===== src/rtl/sid_pipe_sched.sv =====
// Sample-run scheduler for dual-SID voice/filter pipelines; define SID_SCHED_SID2_EN
// to sequence the second SID, otherwise only SID0 is issued and filtered.
module sid_pipe_sched #(
  parameter int FLT_STAGES = 7
) (
  input  logic       clk,
  input  logic       rst_n,
  input  logic       start,
  input  logic       ovr_clr,
  output logic       voice_issue,
  output logic       voice_sid,
  output logic [1:0] voice_idx,
  output logic       voice_cap,
  output logic       cap_sid,
  output logic [1:0] cap_idx,
  output logic       filter_load,
  output logic       filter_sid,
  output logic [2:0] filter_stage,
  output logic       filter_done,
  output logic       audio_valid,
  output logic       busy,
  output logic       overrun
);

`ifdef SID_SCHED_SID2_EN
  localparam int NSID = 2;
`else
  localparam int NSID = 1;
`endif
  localparam int NV    = 3 * NSID;
  localparam int LOAD1 = 7 + FLT_STAGES;
  localparam int LAST  = 7 + FLT_STAGES + (NSID - 1) * (2 + FLT_STAGES);
  localparam int CW    = $clog2(LAST + 1);

  typedef enum logic [1:0] {IDLE, VOICE, FILT, DONE} state_t;

  state_t        state, state_nxt;
  logic [CW-1:0] tick, tick_nxt;

  // tick counts cycles since the accepted start: cycle T+k holds tick == k
  always_ff @(posedge clk or negedge rst_n) begin
    if (!rst_n) begin
      state <= IDLE;
      tick  <= '0;
    end else begin
      state <= state_nxt;
      tick  <= tick_nxt;
    end
  end

  always_comb begin
    state_nxt = state;
    tick_nxt  = tick;
    case (state)
      IDLE: begin
        if (start) begin
          state_nxt = VOICE;
          tick_nxt  = CW'(1);
        end
      end
      VOICE: begin
        tick_nxt = tick + CW'(1);
        if (int'(tick) == NV) state_nxt = FILT;
      end
      FILT: begin
        tick_nxt = tick + CW'(1);
        if (int'(tick) == LAST - 1) state_nxt = DONE;
      end
      DONE: begin
        state_nxt = IDLE;
        tick_nxt  = '0;
      end
      default: begin
        state_nxt = IDLE;
        tick_nxt  = '0;
      end
    endcase
  end

  // Outputs are decoded from the next tick and registered, so nothing is combinational to ports
  int         n;
  logic       issue_d, vsid_d, cap_d, csid_d, load_d, fsid_d, done_d, audio_d, busy_d;
  logic [1:0] vidx_d, cidx_d;
  logic [2:0] stage_d;

  always_comb begin
    n       = int'(tick_nxt);
    issue_d = (n >= 1) && (n <= NV);
    vsid_d  = (NSID == 2) && issue_d && (n >= 4);
    vidx_d  = issue_d ? 2'((n - 1) % 3) : 2'd0;
    cap_d   = (n >= 2) && (n <= NV + 1);
    csid_d  = (NSID == 2) && cap_d && (n >= 5);
    cidx_d  = cap_d ? 2'((n - 2) % 3) : 2'd0;
    load_d  = (n == 5) || ((NSID == 2) && (n == LOAD1));
    fsid_d  = filter_sid;
    if (n == 5) fsid_d = 1'b0;
    else if ((NSID == 2) && (n == LOAD1)) fsid_d = 1'b1;
    stage_d = 3'd0;
    if ((n >= 6) && (n <= 5 + FLT_STAGES)) stage_d = 3'(n - 5);
    else if ((NSID == 2) && (n > LOAD1) && (n <= LOAD1 + FLT_STAGES)) stage_d = 3'(n - LOAD1);
    done_d  = (n == 6 + FLT_STAGES) || ((NSID == 2) && (n == LOAD1 + 1 + FLT_STAGES));
    audio_d = (n == LAST);
    busy_d  = (n != 0);
  end

  always_ff @(posedge clk or negedge rst_n) begin
    if (!rst_n) begin
      voice_issue  <= 1'b0;
      voice_sid    <= 1'b0;
      voice_idx    <= 2'd0;
      voice_cap    <= 1'b0;
      cap_sid      <= 1'b0;
      cap_idx      <= 2'd0;
      filter_load  <= 1'b0;
      filter_sid   <= 1'b0;
      filter_stage <= 3'd0;
      filter_done  <= 1'b0;
      audio_valid  <= 1'b0;
      busy         <= 1'b0;
      overrun      <= 1'b0;
    end else begin
      voice_issue  <= issue_d;
      voice_sid    <= vsid_d;
      voice_idx    <= vidx_d;
      voice_cap    <= cap_d;
      cap_sid      <= csid_d;
      cap_idx      <= cidx_d;
      filter_load  <= load_d;
      filter_sid   <= fsid_d;
      filter_stage <= stage_d;
      filter_done  <= done_d;
      audio_valid  <= audio_d;
      busy         <= busy_d;
      // A rejected start outranks a simultaneous clear
      if (start && busy) overrun <= 1'b1;
      else if (ovr_clr)  overrun <= 1'b0;
    end
  end

endmodule

===== config.mk =====
export PLATFORM = sky130hd
export DESIGN_NAME = sid_pipe_sched
export DESIGN_NICKNAME = d
export VERILOG_FILES = /design/src/rtl/sid_pipe_sched.sv
export SDC_FILE = /design/constraint.sdc
export NUM_CORES = 1
export LEC_CHECK = 0
export ABC_AREA = 1
export BUFFER_PORTS_ARGS = -buffer_cell sky130_fd_sc_hd__buf_2
export CORE_MARGIN = 8
export CORE_UTILIZATION = 41
export CTS_CLUSTER_DIAMETER = 30
export DETAILED_ROUTE_END_ITERATION = 10
export GPL_TIMING_DRIVEN = 0
export PLACE_DENSITY = 0.62
export SLEW_MARGIN = 15
export SYNTH_ARGS = -nofsm -noshare
export SYNTH_HDL_FRONTEND = slang
export SYNTH_SLANG_ARGS = --single-unit
export TNS_END_PERCENT = 30

===== constraint.sdc =====
create_clock -name clk -period 6.9 [get_ports clk]
set_input_delay 0.345 -clock clk [delete_from_list [all_inputs] [get_ports clk]]
set_output_delay 0.345 -clock clk [all_outputs]
set_load 0.03 [all_outputs]

==> metrics.txt, run 1 <==
outcome=finished, final reports clean; clk root buf=clkbuf_8; Syn Area/Cell=7.62 um^2; max cap viols=0; initial antenna violation count=0; pin count of the biggest net entering global routing=21; core area=4030 um^2; hold crit path type=input port to asynchronous set/reset pin; first-pass GRT wire length=5890 um; clk slew on worst S/H paths=0.08 ns; reg-to-reg startpoint=state[1]; Worst R2R End=cap_idx[1]; final WL=3310 um; Final #Nets=275; post-synthesis sequential area ratio=28.9%; Synth area leaders=dfrtp_1, ha_1, nand2_1; register bit total from synthesis=20; H-tree levels=1; vias=1426; Max Fclk=252 MHz; crit path DAT=4.12 ns; DRT Pass-1 Iters=4; CTS tree=built; Inserted Diodes=0; max-slew violations=0; ys flop type=dfrtp_1; EDFF count, synth=0; Synth top area share=28.9%; Area growth syn-to-layout=13.1%; CP max stage cell=dfrtp_1; vias in the first global route=1335; Worst setup EP type=register; RSZ-0062 raised after global routing=no; Critical Path Start Type=register; CP most frequent cell=nand2_1; CTS Buf Count=3; fin crit period=3.97 ns; Initial Utilization=43.0%; CTS hold repair buffers=0; synth warn=0; cells after synthesis=227; Tcrit/Tclk final=57.6%; CP Class=register to register; CTS resizes=0; Async SR Flop Fraction=100%; post-route ant nets=0; io pins=21; die outline width=81.0 um; Post-CTS Setup Repair Bufs=0; Setup TNS=0 ns; final setup fails=0; num rows=23; drt drc=0; worst-path fanout max=11; Total GRT Usage=10.9%; reg2reg setup slack=2.93 ns; area of the die=6560 um^2; worst clock skew=0.00545 ns; Clock Latency Late Sink=0.26 ns; Yosys cell types=29; port bufs=17; DP HPWL=2730 um; Reg area=500 um^2; share of cells above drive strength 1=26.4%; cell area after synthesis=1730 um^2; GPL Wtd Cong=0.811; CP max stage delay=0.38 ns; Final Hold Vio Count=0; Die Ht=81.0 um; mean number of vias per cell=4.75; 1st-iter DRT viols=66; gr ovfl total=0; cell accounting for the most synthesized area=dfrtp_1; clock buffer depth=2; Sink Count=20; cell depth of the worst flop-to-flop path=30; CP required=7.05 ns; filler instances=422; multi-input logic area=1050 um^2; WL/cell=11.0 um
-- cell usage after synthesis (4+ instances only) --
library cell,count
nand2_1,54
inv_1,37
nand3_1,23
dfrtp_1,20
ha_1,20
nand2_2,11
inv_2,6
nor2_1,6
nor2_4,6
nand3_2,5
nand4_1,4
o21ai_0,4
-- area by class of cell --
cell class / instances / share of cell area (%)
tap: 50 / 3.20
clock buffer: 3 / 2.11
multi-input combinational: 162 / 53.5
timing repair buffer: 17 / 4.35
buffer: 3 / 1.15
sequential: 20 / 25.6
inverter: 44 / 8.57
clock inverter: 1 / 1.53
-- layout by cell type (no fill, tap or decap), drive strengths merged --
cell type  instances
xnor2              1
conb               3
nor3               2
nor2              15
nand3             28
a31oi              1
dfrtp             20
o21ai              8
nand3b             1
a221oi             1
buf               20
clkbuf             3
nand2             68
a32o               1
ha                20
nand4              4
xor2               2
a21oi              7
bufinv             1
inv               44
-- metrics by stage --
step	setup slack, ns	std cells	hold WS (ns)	area (um^2)	util (%)
2_1_floorplan	3.39	229	0.0494	1740	-
6_report	2.93	300	0.0265	1960	48.6
3_3_place_gp	2.97	296	0.321	1890	46.8
5_1_grt	2.54	300	0.0544	1960	48.6
4_1_cts	2.91	300	0.0343	1960	48.6
3_5_place_dp	2.93	296	0.321	1890	46.8
-- cells by family (layout without fill, tap and decap cells) --
family / Yosys count / count (layout) / share of synthesized area (%)
adder cells (fa/ha/maj): 20 / 20 / 14.5
buffers and inverters: 47 / 68 / 11.0
flip-flops: 20 / 20 / 28.9
AO/OA/AOI/OAI: 18 / 18 / 7.52
other: 1 / 3 / 0.217
XOR/XNOR: 3 / 3 / 1.95
AND/OR/NAND/NOR: 118 / 118 / 35.9
-- sequential cells by signal (all words and copies together), names as in the netlist --
signal,count
audio_valid,1
busy,1
cap_idx,2
filter_done,1
filter_load,1
filter_stage,3
overrun,1
state,2
tick,4
voice_cap,1
voice_idx,2
voice_issue,1
-- metal layers --
metal / vias to the layer above / share of wire [%] / track usage, %
li1: 755 / - / -
met1: 647 / 48 / 13.9
met2: 22 / 47 / 18.4
met3: 2 / 4.4 / 2.21
met4: 0 / 0.51 / 2.86
met5: - / 0 / 0
-- worst max-delay path by stage --
stage                       to  cells past startpoint  slack, ns     start
floorplan           cap_idx[1]                     30       3.39  state[1]
global placement    cap_idx[1]                     30       2.97  state[1]
detailed placement  cap_idx[1]                     30       2.93  state[1]
CTS                 cap_idx[1]                     30       2.91  state[1]
global route        cap_idx[1]                     29       2.54  state[1]
finish              cap_idx[1]                     30       2.93  state[1]
-- worst max-delay path, delay by kind of cell (launching register included) --
family                   cells  cell delay (ns)
AO/OA/AOI/OAI                2             0.23
adder cells (fa/ha/maj)      5             1.30
buffers and inverters        8             0.65
flip-flops                   1             0.38
AND/OR/NAND/NOR             15             1.28
Power of run 1 is left out: the tool's default activity adds up to more than one toggle a clock period on the data nets, which glitch-free logic cannot reach.
==> inputs of run 2 (changes only) <==
--- a/config.mk
+++ b/config.mk
@@ -5,14 +5,14 @@
 export SDC_FILE = /design/constraint.sdc
 export NUM_CORES = 1
 export LEC_CHECK = 0
-export ABC_AREA = 1
+export ABC_AREA = 0
 export BUFFER_PORTS_ARGS = -buffer_cell sky130_fd_sc_hd__buf_2
 export CORE_MARGIN = 8
 export CORE_UTILIZATION = 41
 export CTS_CLUSTER_DIAMETER = 30
 export DETAILED_ROUTE_END_ITERATION = 10
 export GPL_TIMING_DRIVEN = 0
-export PLACE_DENSITY = 0.62
+export PLACE_DENSITY = 0.64
 export SLEW_MARGIN = 15
 export SYNTH_ARGS = -nofsm -noshare
 export SYNTH_HDL_FRONTEND = slang
==> constraint.sdc (replaced) <==
create_clock -name clk -period 3.5 [get_ports clk]
set_input_delay 0.175 -clock clk [delete_from_list [all_inputs] [get_ports clk]]
set_output_delay 0.175 -clock clk [all_outputs]
set_load 0.03 [all_outputs]
==> metrics.txt, run 2 <==
Area growth syn-to-layout=47.9%; DP Worst Slack=-0.558 ns; area of the die=6310 um^2; Largest regs=tick: 4 flops, filter_stage: 3 flops; fin crit period=3.88 ns; reg-to-reg startpoint=state[0]; CP cell instances=inv_2, ha_4, buf_4, a2bb2oi_4, buf_4, ha_1, nand4bb_1, and3_4, nor3_2, nand2_1, nand2_2, ha_4, a41oi_2, o31ai_4, nor2_2, xnor2_1, ha_1, xnor2_2, nand2b_4, o22a_1, a31oi_1; final setup fails=4; clk root buf=clkbuf_8; worst clock skew=0.00127 ns; register bit total from synthesis=20; post-route ant nets=0; Final #Nets=261; Yosys cell types=54; Critical Path Start Type=register; first-pass GRT wire length=7440 um; Final Hold Vio Count=0; CP max stage delay=0.40 ns; crit path DAT=4.06 ns; core area=3940 um^2; Total GRT Usage=14.5%; Sink Count=20; Max Fclk=258 MHz; post-synthesis sequential area ratio=30.3%; die outline width=79.4 um; vias=1616; cells after synthesis=179; WL/cell=16.3 um; final setup margin=-0.383 ns; Die Ht=79.4 um; final WL=4650 um; clk slew on worst S/H paths=0.07 ns; gr ovfl total=0; number of flip-flops in the largest register=4; DRT Pass-1 Iters=4; reg2reg setup slack=-0.38 ns; Initial Utilization=41.8%; worst slew pin tran=0.548 ns; share of cells above drive strength 1=46.4%; drt drc=0; Async SR Flop Fraction=100%; initial antenna violation count=0; hold path startpoint=ovr_clr; cell area after synthesis=1650 um^2; Worst slew margin=63.1%; CTS tree=built; Worst R2R End=voice_idx[1]; top cells by count, synth=dfrtp_1, ha_1, nor2_1; hold crit path type=input port to register; pin count of the biggest net entering global routing=21; clock buffer depth=2; GPL Wtd Cong=0.890; outcome=complete, but fails checks; Worst setup EP type=register; Tcrit/Tclk final=111%; CP max stage cell=dfrtp_1; failing checks=setup timing; Core Util, Final=61.9%; Clock Latency Late Sink=0.25 ns; EDFF count, synth=0; cell depth of the worst flop-to-flop path=21; max cap viols=0; commonest cells after routing, fill and taps aside=buf_4, dfrtp_1, buf_2; vias in the first global route=1570; Inserted Diodes=0; DP HPWL=3000 um; max-slew violations=0; CP required=3.68 ns; port bufs=17; CTS Buf Count=3; ys flop type=dfrtp_1; Synth top area share=30.3%; io pins=21; commonest non-fill, non-tap cell in the layout=buf_4; CP Class=register to register; hold path depth=2; synth warn=0; H-tree levels=1; mean number of vias per cell=5.67; RSZ-0062 raised after global routing=yes; 1st-iter DRT viols=201; num rows=23; worst-path fanout max=7; Syn Area/Cell=9.21 um^2; cell accounting for the most synthesized area=dfrtp_1; Hold Path End=overrun; Synth area leaders=dfrtp_1, ha_1, xnor2_1; Biggest register=tick
run 2: cell types whose count changed after synthesis, sizes merged, moves of 4 or more:
cell and delta:
nand2 -56, inv -33, nand3 -20, and3 +5, xnor2 +6, nand2b +4
a21boi +4, nor4 +4
run 2: critical path, delay by kind of cell (launching register included):
kind / cells / cell delay [ns]
xor+xnor: 2 / 0.30
fa+ha+maj: 4 / 0.88
simple gates: 7 / 1.19
flops: 1 / 0.40
buf+inv: 3 / 0.37
compound gates: 5 / 0.66
run 2: routing by layer:
layer | share of wire [%] | vias to the layer above | GRT usage [%]
li1 | - | 754 | -
met1 | 39 | 782 | 17.1
met2 | 51 | 64 | 25.7
met3 | 7.0 | 16 | 2.70
met4 | 2.3 | 0 | 4.63
met5 | 0 | - | 0
run 2: final cells by class:
cell class,count,area (um^2)
flip-flops and latches,20,502
inverters,12,60.1
plain buffers,6,65.1
well taps,50,62.6
clock buffers,3,41.3
fillers,305,1500
repair buffers,51,357
multi-input cells,143,1350
run 2: how the worst max path moves through the flow:
stage / from / end / slack [ns]
final: state[0] / voice_idx[1] / -0.38
after global routing: tick[0] / voice_idx[1] / -0.58
after CTS: state[0] / voice_idx[1] / -0.32
after detailed placement: state[0] / voice_idx[1] / -0.56
after global placement: tick[0] / cap_idx[1] / -0.44
after floorplan: state[1] / cap_idx[1] / -0.17
run 2: cells by family after synthesis:
logic type                 share of synthesized area (%)
xor gates and xnor gates                            5.61
DFF                                                 30.3
buffers and inverters                               5.16
other                                              0.227
and+or+nand+nor                                     23.6
AOI/OAI and AO/OA                                   18.4
muxes                                               1.52
adders and majority gates                           15.2
run 2: per-stage QoR:
step	hold slack, ns	area [um^2]	setup TNS [ns]	instances
2_1_floorplan	-0.121	1850	-0.475	181
3_3_place_gp	0.138	2000	-1.42	248
3_5_place_dp	0.144	2000	-1.89	248
4_1_cts	0.124	2340	-0.855	279
5_1_grt	0.126	2440	-2.02	285
6_report	0.118	2440	-1.21	285
run 2: what timing repair did:
item	in CTS	in global routing
setup buffers	26	6
pin swaps	23	10
resized for setup	19	12
gates cloned	1	0
hold buffers	1	0
setup endpoints to repair	4	4
endpoints found under the hold margin	20	0
Power of run 2 is left out for the same reason.
